<file path="config.mk">
export PLATFORM = sky130hd
export DESIGN_NAME = rat_io_responder
export DESIGN_NICKNAME = d
export VERILOG_FILES = /design/src/rtl/rat_io_pkg.sv /design/src/rtl/io_byte_fifo.sv /design/src/rtl/rat_io_responder.sv
export SDC_FILE = /design/constraint.sdc
export NUM_CORES = 1
export LEC_CHECK = 0
export ABC_AREA = 1
export BUFFER_PORTS_ARGS = -buffer_cell sky130_fd_sc_hd__buf_2
export CELL_PAD_IN_SITES_DETAIL_PLACEMENT = 1
export CELL_PAD_IN_SITES_GLOBAL_PLACEMENT = 1
export CORE_MARGIN = 2
export CORE_UTILIZATION = 43
export DETAILED_ROUTE_END_ITERATION = 10
export GPL_TIMING_DRIVEN = 0
export HOLD_SLACK_MARGIN = 0.02
export PLACE_DENSITY = 0.88
export SLEW_MARGIN = 20
export SYNTH_ARGS = -nofsm -noshare
export SYNTH_HDL_FRONTEND = slang
export SYNTH_SLANG_ARGS = --single-unit
</file>
<file path="constraint.sdc">
create_clock -name clk -period 2.5 [get_ports clk]
set_clock_uncertainty 0.2 [all_clocks]
set_input_delay 0 -clock clk [delete_from_list [all_inputs] [get_ports clk]]
set_output_delay 0 -clock clk [all_outputs]
set_load 0.05 [all_outputs]
</file>
<file path="src/rtl/rat_io_pkg.sv">
// Shared definitions for the RAT port-bus responder: default port IDs
// and the layout of the TX status byte.
package rat_io_pkg;

    localparam logic [7:0] LED_ID_DEF  = 8'h40;
    localparam logic [7:0] TX_ID_DEF   = 8'h41;
    localparam logic [7:0] MASK_ID_DEF = 8'h42;
    localparam logic [7:0] ACK_ID_DEF  = 8'h43;
    localparam logic [7:0] BTN_ID_DEF  = 8'h44;
    localparam logic [7:0] SW_ID_DEF   = 8'hFF;

    localparam int unsigned STAT_OVF   = 7;
    localparam int unsigned STAT_FULL  = 6;
    localparam int unsigned STAT_EMPTY = 5;

    // Assemble the TX status byte {overflow, full, empty, count[4:0]}
    function automatic logic [7:0] pack_status(input logic       ovf,
                                               input logic       full,
                                               input logic       empty,
                                               input logic [4:0] cnt);
        logic [7:0] s;
        s             = {3'b000, cnt};
        s[STAT_OVF]   = ovf;
        s[STAT_FULL]  = full;
        s[STAT_EMPTY] = empty;
        return s;
    endfunction

endpackage

</file>
<file path="src/rtl/io_byte_fifo.sv">
// Byte-wide circular FIFO. A push into a full FIFO is only accepted when
// a pop frees a slot in the same cycle; otherwise it is dropped and
// overflow_pulse fires for one cycle.
module io_byte_fifo #(
    parameter int unsigned FIFO_DEPTH = 4
) (
    input  logic                          clk,
    input  logic                          rst_n,
    input  logic                          push,
    input  logic [7:0]                    din,
    input  logic                          pop,
    output logic [7:0]                    dout,
    output logic [$clog2(FIFO_DEPTH):0]   count,
    output logic                          full,
    output logic                          empty,
    output logic                          overflow_pulse
);

    localparam int unsigned AW = $clog2(FIFO_DEPTH);
    localparam int unsigned CW = AW + 1;

    logic [7:0]    r_mem [FIFO_DEPTH];
    logic [AW-1:0] r_wr_ptr;
    logic [AW-1:0] r_rd_ptr;
    logic [CW-1:0] r_count;
    logic          w_pop;
    logic          w_push;

    assign full           = (r_count == CW'(FIFO_DEPTH));
    assign empty          = (r_count == '0);
    assign w_pop          = pop & ~empty;
    assign w_push         = push & (~full | w_pop);
    assign overflow_pulse = push & full & ~w_pop;
    assign dout           = r_mem[r_rd_ptr];
    assign count          = r_count;

    // Pointer and occupancy tracking; pointers wrap naturally at power-of-2 depth
    always_ff @(posedge clk or negedge rst_n) begin
        if (!rst_n) begin
            r_wr_ptr <= '0;
            r_rd_ptr <= '0;
            r_count  <= '0;
        end else begin
            if (w_push) r_wr_ptr <= r_wr_ptr + 1'b1;
            if (w_pop)  r_rd_ptr <= r_rd_ptr + 1'b1;
            case ({w_push, w_pop})
                2'b10:   r_count <= r_count + 1'b1;
                2'b01:   r_count <= r_count - 1'b1;
                default: r_count <= r_count;
            endcase
        end
    end

    // Storage write; contents need no reset because count gates visibility
    always_ff @(posedge clk) begin
        if (w_push) r_mem[r_wr_ptr] <= din;
    end

endmodule

</file>
<file path="src/rtl/rat_io_responder.sv">
// Peripheral side of the RAT MCU port bus: write decode, LED register,
// TX FIFO, input synchronizers, button-edge interrupts and read mux.
module rat_io_responder
    import rat_io_pkg::*;
#(
    parameter int unsigned FIFO_DEPTH = 4,
    parameter logic [7:0]  LED_ID     = LED_ID_DEF,
    parameter logic [7:0]  TX_ID      = TX_ID_DEF,
    parameter logic [7:0]  MASK_ID    = MASK_ID_DEF,
    parameter logic [7:0]  ACK_ID     = ACK_ID_DEF,
    parameter logic [7:0]  SW_ID      = SW_ID_DEF,
    parameter logic [7:0]  BTN_ID     = BTN_ID_DEF
) (
    input  logic       clk,
    input  logic       RESET_N,
    input  logic [7:0] PORT_ID,
    input  logic [7:0] OUT_PORT,
    input  logic       IO_STRB,
    output logic [7:0] IN_PORT,
    output logic       INTV,
    input  logic [7:0] SWITCHES,
    input  logic [3:0] BUTTONS,
    output logic [7:0] LEDS,
    output logic [7:0] TX_DATA,
    output logic       TX_VALID,
    input  logic       TX_READY
);

    localparam int unsigned CW = $clog2(FIFO_DEPTH) + 1;

    logic [7:0]    r_sw_s1, r_sw_s2;
    logic [3:0]    r_btn_s1, r_btn_s2, r_btn_prev;
    logic [7:0]    r_leds;
    logic [3:0]    r_mask, r_pend;
    logic          r_ovf, r_intv;

    logic          w_wr_led, w_wr_tx, w_wr_mask, w_wr_ack;
    logic [3:0]    w_btn_rise, w_ack_clr;
    logic [CW-1:0] w_count;
    logic          w_full, w_empty, w_ovf_pulse;

    assign w_wr_led   = IO_STRB && (PORT_ID == LED_ID);
    assign w_wr_tx    = IO_STRB && (PORT_ID == TX_ID);
    assign w_wr_mask  = IO_STRB && (PORT_ID == MASK_ID);
    assign w_wr_ack   = IO_STRB && (PORT_ID == ACK_ID);
    assign w_btn_rise = r_btn_s2 & ~r_btn_prev;
    assign w_ack_clr  = w_wr_ack ? OUT_PORT[3:0] : 4'b0000;

    io_byte_fifo #(
        .FIFO_DEPTH(FIFO_DEPTH)
    ) u_fifo (
        .clk           (clk),
        .rst_n         (RESET_N),
        .push          (w_wr_tx),
        .din           (OUT_PORT),
        .pop           (TX_READY),
        .dout          (TX_DATA),
        .count         (w_count),
        .full          (w_full),
        .empty         (w_empty),
        .overflow_pulse(w_ovf_pulse)
    );

    assign TX_VALID = ~w_empty;
    assign LEDS     = r_leds;
    assign INTV     = r_intv;

    // Two-stage synchronizers plus button history for edge detection
    always_ff @(posedge clk or negedge RESET_N) begin
        if (!RESET_N) begin
            r_sw_s1    <= '0;
            r_sw_s2    <= '0;
            r_btn_s1   <= '0;
            r_btn_s2   <= '0;
            r_btn_prev <= '0;
        end else begin
            r_sw_s1    <= SWITCHES;
            r_sw_s2    <= r_sw_s1;
            r_btn_s1   <= BUTTONS;
            r_btn_s2   <= r_btn_s1;
            r_btn_prev <= r_btn_s2;
        end
    end

    // Write-side registers, pending/overflow flags and registered interrupt level
    always_ff @(posedge clk or negedge RESET_N) begin
        if (!RESET_N) begin
            r_leds <= '0;
            r_mask <= '0;
            r_pend <= '0;
            r_ovf  <= 1'b0;
            r_intv <= 1'b0;
        end else begin
            if (w_wr_led)  r_leds <= OUT_PORT;
            if (w_wr_mask) r_mask <= OUT_PORT[3:0];
            // OR-ing the new edges after the clear lets a set win a same-cycle ACK
            r_pend <= (r_pend & ~w_ack_clr) | w_btn_rise;
            if (w_ovf_pulse)                  r_ovf <= 1'b1;
            else if (w_wr_ack && OUT_PORT[7]) r_ovf <= 1'b0;
            r_intv <= |(r_pend & r_mask);
        end
    end

    // Zero-latency read mux over registered sources
    always_comb begin
        IN_PORT = 8'h00;
        if (PORT_ID == SW_ID)        IN_PORT = r_sw_s2;
        else if (PORT_ID == BTN_ID)  IN_PORT = {4'b0000, r_btn_s2};
        else if (PORT_ID == TX_ID)   IN_PORT = pack_status(r_ovf, w_full, w_empty, 5'(w_count));
        else if (PORT_ID == MASK_ID) IN_PORT = {4'b0000, r_mask};
        else if (PORT_ID == ACK_ID)  IN_PORT = {4'b0000, r_pend};
    end

endmodule

</file>
After elaboration in Yosys (flattened, before gate mapping)
Memory sizes are Yosys's and may differ from the RTL's. Cells that the tools add are included. W data, S select, Z words.

Register bits: 53. Memory bits (writable): 32. Input port bits: 32. Output and inout bits: 26. Logic and storage cells: 61. Memories: 1.

Add/subtract/negate cells: 4. Equal/unequal tests: 9. Multiplexer cells: 11. Bitwise logic cells: 14. Reduce and logical (&&, ||, !) cells: 9.

Memories: u_fifo.r_mem (words 4, bits a word 8, read ports 1, clocked after Yosys merged registers in 0, wr ports 1, line io_byte_fifo.sv:22) `logic [7:0] r_mem [FIFO_DEPTH];`.

Operators with widths (count): $eq A8 B7 Y1 const B (5); $mux W8 (3); $and A4 B4 Y4 (3); $mux W4 (3); $eq A8 B8 Y1 const B (1); $not A4 Y4 (2); $pmux W3 S2 (1); $logic_and A1 B1 Y1 (5); $add A2 B1 Y2 const B (2); $and A1 B1 Y1 (4); $mux W1 (4); $or A4 B4 Y4 (1); $reduce_bool A2 Y1 (2); $reduce_or A4 Y1 (1); $add A3 B1 Y3 const B (1); $eq A3 B3 Y1 const B (1); $logic_not A3 Y1 (1); $not A1 Y1 (3); $sub A3 B1 Y3 const B (1); $eq A2 B1 Y1 const B (1); $eq A2 B2 Y1 const B (1); $or A1 B1 Y1 (1).

Logic depth before layout (Yosys ltp)
Gate-level depths: netlist of run 1.

Depth in word-level cells: 7. Depth in mapped cells: 13. Mapped depth without buffers: 13.

Cells and area by module
A second synthesis of run 1 with hierarchy kept.

Cell total of the unflattened synthesis: 340. Area total of the unflattened synthesis: 3598.5 um^2.

By module, submodules not included: rat_io_responder (times used 1, cells an instance 190, area each 1860.5 um^2, seq. area each 1151.1 um^2); io_byte_fifo (times used 1, cells an instance 150, area each 1737.9 um^2, seq. area each 1136.1 um^2).

Worst setup path before layout of run 1
No wires, ideal clock.

Kind: flip-flop to output port. Start point: register u_fifo.r_count[0] (netlist: u_fifo.count[0]). End point: output IN_PORT[5]. Data arrival time: 2.213 ns. Data required time: 2.300 ns. Slack: 0.087 ns. Stages on the path, launching flop included: 4. Buffers on the path: 0. Path through: dfrtp_1 inv_1 nand3_1 o21ai_0.

Cells in the longest elaborated chain, start to end: 4.

Ends and longest elaborated chain: from (decl) (line io_byte_fifo.sv:25) `logic [CW-1:0] r_count;`; from (signal assigned) (line io_byte_fifo.sv:47) `2'b10: r_count <= r_count + 1'b1;`; from (signal assigned) (line io_byte_fifo.sv:48) `2'b01: r_count <= r_count - 1'b1;`; from (signal assigned) (line io_byte_fifo.sv:49) `default: r_count <= r_count;`; $logic_not A3 Y1 (line io_byte_fifo.sv:30) `assign empty = (r_count == '0);`; $mux W8 (line rat_io_responder.sv:109) `else if (PORT_ID == TX_ID) IN_PORT = pack_status(r_ovf, w_full, w_empty, 5'(w_count));`; $mux W8 (line rat_io_responder.sv:108) `else if (PORT_ID == BTN_ID) IN_PORT = {4'b0000, r_btn_s2};`; $mux W8 (line rat_io_responder.sv:107) `if (PORT_ID == SW_ID) IN_PORT = r_sw_s2;`; to (decl) (line rat_io_responder.sv:19) `output logic [7:0] IN_PORT,`.

Every way passes these cells.

Final worst setup path of run 1
Start point: input PORT_ID[5]. End point: register r_leds[5] (netlist: LEDS[5]).

Cells in the longest elaborated chain, start to end: 2.

Ends and longest elaborated chain: from (decl) (line rat_io_responder.sv:16) `input logic [7:0] PORT_ID,`; $eq A8 B7 Y1 (line rat_io_responder.sv:42) `assign w_wr_led = IO_STRB && (PORT_ID == LED_ID);`; $logic_and A1 B1 Y1 (line rat_io_responder.sv:42); to (signal assigned) (line rat_io_responder.sv:88) `r_leds <= '0;`; to (signal assigned) (line rat_io_responder.sv:94) `if (w_wr_led) r_leds <= OUT_PORT;`; to (decl) (line rat_io_responder.sv:33) `logic [7:0] r_leds;`.

Every way passes these cells. A chain may end at the register's enable or synchronous reset.

==> results.md, run 1 <==
- Status: finished clean
- Max Fclk: between 400 and 500 MHz
- Synth area leaders: dfrtp_1 39%, edfxtp_1 28%, nand2_1 5.1%
- Global-route wire length before repair: 13,400 microns
- Clock Latency Late Sink: around 0.36 ns
- Slew HR: 0.449
- Die area: around 8600 sq um
- Lkg Pwr: about 0.0021 uW
- GRT Total Usage: 0.209
- Fraction of layout cells with a size suffix above 1: 0.235
- Antenna violations before repair: 0
- Largest net degree at the start of global routing: 32
- RSZ-0062 raised after global routing: no
- CTS buffer count: 9
- Number of global-route vias before repair: between 2,000 and 3,000
- Die boundary height: ~93 microns
- Fin crit share: 0.974
- Overflow after GRT: 0
- Post-Layout Cell Count: 515
- Max clock buf depth: 2
- Leading area contributor after synthesis: dfrtp_1
- Detail Route Antenna Nets: 0
- Input/output buffers: 57
- Min Tclk post-route: ~2.4 ns
- CP startpoint kind: primary input
- Ant diodes: 0
- PwrDens: a little under 900 nW/um^2
- Die Width: roughly 93 microns
- Initial Utilization: 0.439
- Synth warn: 0
- Net count after synthesis: about 340
- Final wirelength: approximately 8000 microns
- Commonest non-fill, non-tap cell in the layout: buf_2
- Synthesized flop and latch total: 85
- DR vias/cell: a little under 5
- Layout area overhead: 30.8%
- 1st-pass router iterations: 3
- Dpl hpwl: approximately 5500 microns
- Crit path launch: PORT_ID[5]
- Critical path type: primary input to flip-flop
- Post-synthesis sequential area ratio: 0.677
- Vias: approximately 2,500
- Initial drt markers: 87
- Syn Inst Count: about 300
- I/O pin count: 58
- Count of final hold-check violations: 0
- Total of max-cap violations: 0
- Placer congestion estimate: 0.765
- Crit Path Max Fanout: 4
- Worst Setup End Kind: flip-flop
- Data required time of the worst path: ~2.6 ns
- Max Transition Viols Final: 0
- Rows: 32
- Area share of the largest cell type after synthesis: 0.393
- # H-tree levels: 3
- Worst slew pin tran: just over 0.8 ns
- Mean area per synthesized cell: around 11 sq um
- Endpoints failing setup: 0
- Synth cell types: 30
- DRC Markers: 0
- Final nets: around 450
- DR WL/cell: ~16 microns
- Core box area: 7690 sq um
- Clock transition at path regs: approximately 0.090 ns
- Most frequent cells in the layout: 59 x buf_2, 53 x dfrtp_1, 46 x nand2_1, 41 x inv_1, 35 x dlygate4sd3_1
- Hold Crit Class: primary input to flip-flop
- Clk root buf: clkbuf_8
- Mapped cell area: approximately 3400 sq um
- Worst r2r src: u_fifo.count[0]
- CTS tree: built
- Placed cell count: about 460
- Clk sink count: 85
- TNS Setup: 0 ns
- Hold wc startpoint: BUTTONS[0]
- Maximum vdd ir drop: 0.000483 V
- Worst path arrival time: 2.49 ns
## synthesized netlist by cell type, drive strengths merged
master and n:
ha 4, inv 41, buf 4, nand3 9, mux2 3, fa 1
xor2 2, nor2 38, edfxtp 32, dfrtp 53, a22o 1, clkbuf 1
o22ai 10, or2 1, a21oi 5, nand4 2, nor3 3, nand2 52
o21ai 40
## flip-flops by register name, indices dropped and copies added, names as in the netlist
name             cells
u_fifo.count         3
r_btn_s1             4
r_pend               4
r_sw_s2              8
u_fifo.r_wr_ptr      2
r_ovf                1
INTV                 1
u_fifo.r_rd_ptr      2
r_btn_s2             4
r_btn_prev           4
LEDS                 8
r_mask               4
u_fifo.r_mem        32
r_sw_s1              8
## critical path, stage by stage
cell	delay (ns)
dlygate4sd3_1	0.52
buf_2	0.13
inv_1	0.06
nand2_1	0.08
nor2_4	0.12
dlygate4sd3_1	0.59
nand3_2	0.10
dlygate4sd3_1	0.60
mux2_2	0.28
## stage by stage
stage,total power (uW),util,area [sq um],setup slack [ns],hold slack [ns]
after floorplan,2400,-,3380,0.0874,-0.496
after global placement,2650,0.493,3790,0.269,-0.0926
after detailed placement,2700,0.496,3810,0.103,-0.176
after CTS,3910,0.575,4420,0.0162,0.0578
after global routing,4070,0.575,4420,0.00938,0.0695
final,3870,0.575,4420,0.0653,0.0747
## logic make-up after synthesis
logic type / share of synthesized area
compound gates: 0.0934
xor+xnor: 0.00519
fa+ha+maj: 0.0207
buf+inv: 0.0530
flops: 0.677
mux: 0.0100
simple gates: 0.140
## layer usage
metal | vias to the layer above | track usage | part of all wire
li1 | 1208 | - | -
met1 | 1233 | 0.230 | 0.40
met2 | 51 | 0.399 | 0.55
met3 | 11 | 0.0391 | 0.038
met4 | 0 | 0.0735 | 0.014
met5 | - | 0 | 0
## power by group
group / switching (uW) / internal, uW / total, uW
sequential: 51.5 / 1530 / 1580
combinational: 831 / 302 / 1130
clock: 497 / 664 / 1160
## path summary, 6_finish.rpt
kind | to | slack, ns | depth (start not counted)
setup / recovery | LEDS[5] | 0.07 | 9
hold / removal | r_btn_s1[0] | 0.07 | 2
setup reg to reg | u_fifo.r_mem[3][0] | 0.15 | 6
hold reg to reg | r_btn_s2[1] | 0.15 | 0
max in group asynchronous | LEDS[1] | 1.09 | 4
min in group asynchronous | r_sw_s1[0] | 0.48 | 4
## area by class of cell
class                      instances  area (sq um)
sequential                        85          2290
inverter                          41           154
multi-input combinational        171           913
clock buffer                      10           128
tap                              102           128
timing repair buffer              95           673
buffer                             5          25.0
clock inverter                     6           110
fill                             873          3270
## timing repair
action	CTS	global route
hold buffers	37	0
setup endpoints to repair	0	10
setup buffers	0	0
hold endpoints to repair	121	0
gates resized for setup	0	2
Note: power is estimated with default switching activity, not from simulation.
==> run 2: changes to the inputs <==
--- a/config.mk
+++ b/config.mk
@@ -10,12 +10,13 @@
 export CELL_PAD_IN_SITES_DETAIL_PLACEMENT = 1
 export CELL_PAD_IN_SITES_GLOBAL_PLACEMENT = 1
 export CORE_MARGIN = 2
-export CORE_UTILIZATION = 43
+export CORE_UTILIZATION = 44
 export DETAILED_ROUTE_END_ITERATION = 10
 export GPL_TIMING_DRIVEN = 0
-export HOLD_SLACK_MARGIN = 0.02
-export PLACE_DENSITY = 0.88
+export HOLD_SLACK_MARGIN = 0.08
+export PLACE_DENSITY = 0.89
 export SLEW_MARGIN = 20
 export SYNTH_ARGS = -nofsm -noshare
 export SYNTH_HDL_FRONTEND = slang
+export SYNTH_HIERARCHICAL = 1
 export SYNTH_SLANG_ARGS = --single-unit
==> results.md, run 2 <==
- Status: finished clean
- Largest net degree at the start of global routing: 29 (-9.4%)
- Largest register FFs: 32 (unchanged)
- Register share of total power: 0.410 (+0.002)
- Dpl hpwl: 6050 microns (+10%)
- Share of synthesized registers carrying an async set or reset: 0.624 (unchanged)
- GRT Total Usage: 0.238 (+0.0288)
- I/O pin count: 58 (unchanged)
- Mapped cell area: 3600 sq um (+6.6%)
- Die boundary height: 94.4 microns (+2.0%)
- Clock Power Share: 0.261 (-0.039)
- Ant diodes: 0 (unchanged)
- Adder-cell share of the synthesized area: 0.0229 (+0.00220)
- RSZ-0062 raised after global routing: no
- P_sw: 1520 uW (+10%)
- CTS tree: built
- Delay-heaviest family, CP: buffers and inverters
- CP startpoint kind: primary input
- Synth warn: 6 (+6)
- Lkg Pwr: 0.00221 uW (+7.4%)
- Worst path arrival time: 2.21 ns (-0.28 ns)
- Gate power share: 0.329 (+0.036)
- Core box area: 7810 sq um (+1.6%)
- Int Power: 2390 uW (-4.0%)
- Crit Path Max Fanout: 4 (unchanged)
- Maximum vdd ir drop: 0.000363 V (-25%)
- Hold Crit Class: primary input to flip-flop
- Commonest non-fill, non-tap cell in the layout: buf_2
- Final wirelength: 9700 microns (+18%)
- Slew HR: 0.435 (-0.0142)
- Worst-path cell chain: buf_2 -> dlygate4sd3_1 -> nand2_1 -> nor2_4 -> dlygate4sd3_1 -> nand2_4 -> nor2_1 -> a21oi_1 -> nand3_1 -> buf_2
- CTS buffer count: 9 (unchanged)
- Filler cell count: 870 (-0.34%)
- Antenna violations before repair: 0 (unchanged)
- Most common library cells after synthesis: 53 x dfrtp_1, 53 x nand2_1, 46 x inv_1, 46 x nor2_1, 32 x edfxtp_1
- Fin crit share: 0.965 (-0.00934)
- DRC Markers: 0 (unchanged)
- Slowest cell on the critical path: dlygate4sd3_1
- Largest family of logic cells by synthesized area: simple AND/OR/NAND/NOR gates
- Fraction of layout cells with a size suffix above 1: 0.253 (+0.0184)
- Vias: 2,835 (+13%)
- Max Fclk: 415 MHz (+0.97%)
- TNS Setup: 0 ns (unchanged)
- Multi-input logic area: 1040 sq um (+14%)
- Net count after synthesis: 378 (+12%)
- Worst slew pin tran: 0.844 ns (+0.0212 ns)
- Number of synthesized flops with an enable pin: 32 (unchanged)
- Simple-gate portion of the synthesized area: 0.174 (+0.0338)
- Placer congestion estimate: 0.856 (+12%)
- Die area: 8920 sq um (+4.0%)
- DR WL/cell: 17.2 microns (+7.5%)
- Most used DFF post-synth: dfrtp_1
- Number of global-route vias before repair: 3,133 (+14%)
- Register Area: 2290 sq um (unchanged)
- Global-route wire length before repair: 15,700 microns (+17%)
- Sw Ratio: 0.388 (+0.0317)
- Post-synthesis sequential area ratio: 0.636 (-0.0417)
- Final nets: 495 (+11%)
- Most frequent cells in the layout: 57 x buf_2, 53 x dfrtp_1, 53 x nand2_1, 46 x inv_1, 45 x dlygate4sd3_1
- Leading area contributor after synthesis: dfrtp_1
- Mean area per synthesized cell: 10.6 sq um (-5.4%)
- Slowest Stage Delay on Critical Path: 0.61 ns (about the same)
- Initial Utilization: 0.461 (+0.0216)
- Rows: 32 (unchanged)
- Detail Route Antenna Nets: 0 (unchanged)
- Overflow after GRT: 0 (unchanged)
- PwrDens: 826 nW/um^2 (-5.8%)
- Max clock buf depth: 2 (unchanged)
- CP bufs+invs: 4 (-1)
- Synth area leaders: dfrtp_1 37%, edfxtp_1 27%, nand2_1 5.5%
- Clock Latency Late Sink: 0.36 ns (about the same)
- Die Width: 94.4 microns (+2.0%)
- Worst Setup End Kind: primary output
- Clock transition at path regs: 0.09 ns (about the same)
- Layout area overhead: 31.6%
- Post-synthesis mux area share: 0 (-0.0100)
- Min Tclk post-route: 2.41 ns (-0.0234 ns)
- Post-synthesis compound-gate area fraction: 0.0852 (-0.00818)
- DR vias/cell: 5.03 (+3.4%)
- Final core occ: 0.606 (+0.0317)
- Initial drt markers: 85 (-2.3%)
- Clk sink count: 85 (unchanged)
- Syn Inst Count: 340 (+13%)
- Input/output buffers: 57 (unchanged)
- Count of final hold-check violations: 0 (unchanged)
- # H-tree levels: 3 (unchanged)
- 1st-pass router iterations: 4 (+1)
- Total of max-cap violations: 0 (unchanged)
- Data required time of the worst path: 2.30 ns (-0.25 ns)
- Endpoints failing setup: 0 (unchanged)
- Synth cell types: 28 (-6.7%)
- XOR/XNOR Fraction of Synth Area: 0.00243 (-0.00275)
- Clk root buf: clkbuf_8
- Critical path type: primary input to primary output
- Largest Register: u_fifo/r_mem
- Max Transition Viols Final: 0 (unchanged)
- Synthesized flop and latch total: 85 (unchanged)
- Area share of the largest cell type after synthesis: 0.369 (-0.0242)
## run 2: cell types whose count changed in the layout (fill, tap and decap cells not counted), sizes merged, moves of 10 or more
cell and delta:
dlygate4sd3 +10, nor2 +12, nand3 +11, o22ai -10
inv +13
## run 2: layout make-up
type / instances / share of cell area
flip-flops and latches: 85 / 0.483
multi-input cells: 196 / 0.219
repair buffers: 106 / 0.167
inverters: 53 / 0.0447
well taps: 102 / 0.0270
clock buffers: 9 / 0.0262
clock inverters: 7 / 0.0169
plain buffers: 6 / 0.0159
## run 2: repair_timing
action,in CTS,in global routing
resized for setup,0,4
buffers inserted,0,2
hold buffers,47,0
setup endpoints to repair,0,40
hold endpoints to repair,120,0
## run 2: per-layer routing
metal | up-vias | global-route usage | wire length (microns)
li1 | 1323 | - | -
met1 | 1391 | 0.283 | 3910
met4 | 0 | 0.0797 | 171
met3 | 17 | 0.0527 | 526
met2 | 104 | 0.426 | 5090
met5 | - | 0 | 0
## run 2: cell families (layout without fill, tap and decap cells)
family	after synthesis	after routing
AND/OR/NAND/NOR	135	135
flip-flops	85	85
buffers and inverters	59	181
AO/OA/AOI/OAI	54	54
adder cells (fa/ha/maj)	6	6
XOR/XNOR	1	1
## run 2: path summary, 6_finish.rpt
check | start | end | slack [ns] | cells past startpoint
max | PORT_ID[1] | IN_PORT[2] | 0.09 | 10
max reg2reg | u_fifo/count[2] | u_fifo/count[2] | 0.33 | 11
max in group asynchronous | RESET_N | r_mask[1] | 1.43 | 4
min reg2reg | r_btn_s1[2] | r_btn_s2[2] | 0.16 | 0
min | PORT_ID[0] | u_fifo/r_wr_ptr[1] | 0.15 | 7
min in group asynchronous | RESET_N | r_sw_s1[6] | 0.50 | 4
## run 2: per-stage QoR
| stage | area (sq um) | cells | power [uW] | hold WS [ns] | setup WS, ns |
|---|---|---|---|---|---|
| after global routing | 4730 | 564 | 4090 | 0.166 | 0.00216 |
| after global placement | 4010 | 499 | 2790 | -0.0924 | 0.208 |
| final | 4730 | 564 | 3910 | 0.151 | 0.0887 |
| after CTS | 4720 | 563 | 3910 | 0.148 | 0.0359 |
| after floorplan | 3600 | 340 | 2520 | -0.496 | 0.220 |
| after detailed placement | 4030 | 500 | 2850 | -0.133 | 0.110 |
## run 2: power groups by stage
| stage | sequential, uW | clock, uW | combinational (uW) |
|---|---|---|---|
| 3_5_place_dp | 1630 | 0 | 1220 |
| 6_report | 1600 | 1020 | 1280 |
| 5_1_grt | 1610 | 1080 | 1400 |
| 4_1_cts | 1600 | 1030 | 1280 |
| 2_1_floorplan | 1640 | 0 | 878 |
| 3_3_place_gp | 1620 | 0 | 1160 |
## run 2: worst reg2reg max path, stage by stage, from the launching register on
cell     delay (ns)
dfrtp_1        0.47
inv_1          0.12
nand2_2        0.13
nand2_1        0.12
inv_1          0.08
ha_1           0.18
inv_1          0.08
fa_1           0.38
nand2_1        0.10
nand3_1        0.08
nand2_1        0.06
nand2_1        0.05
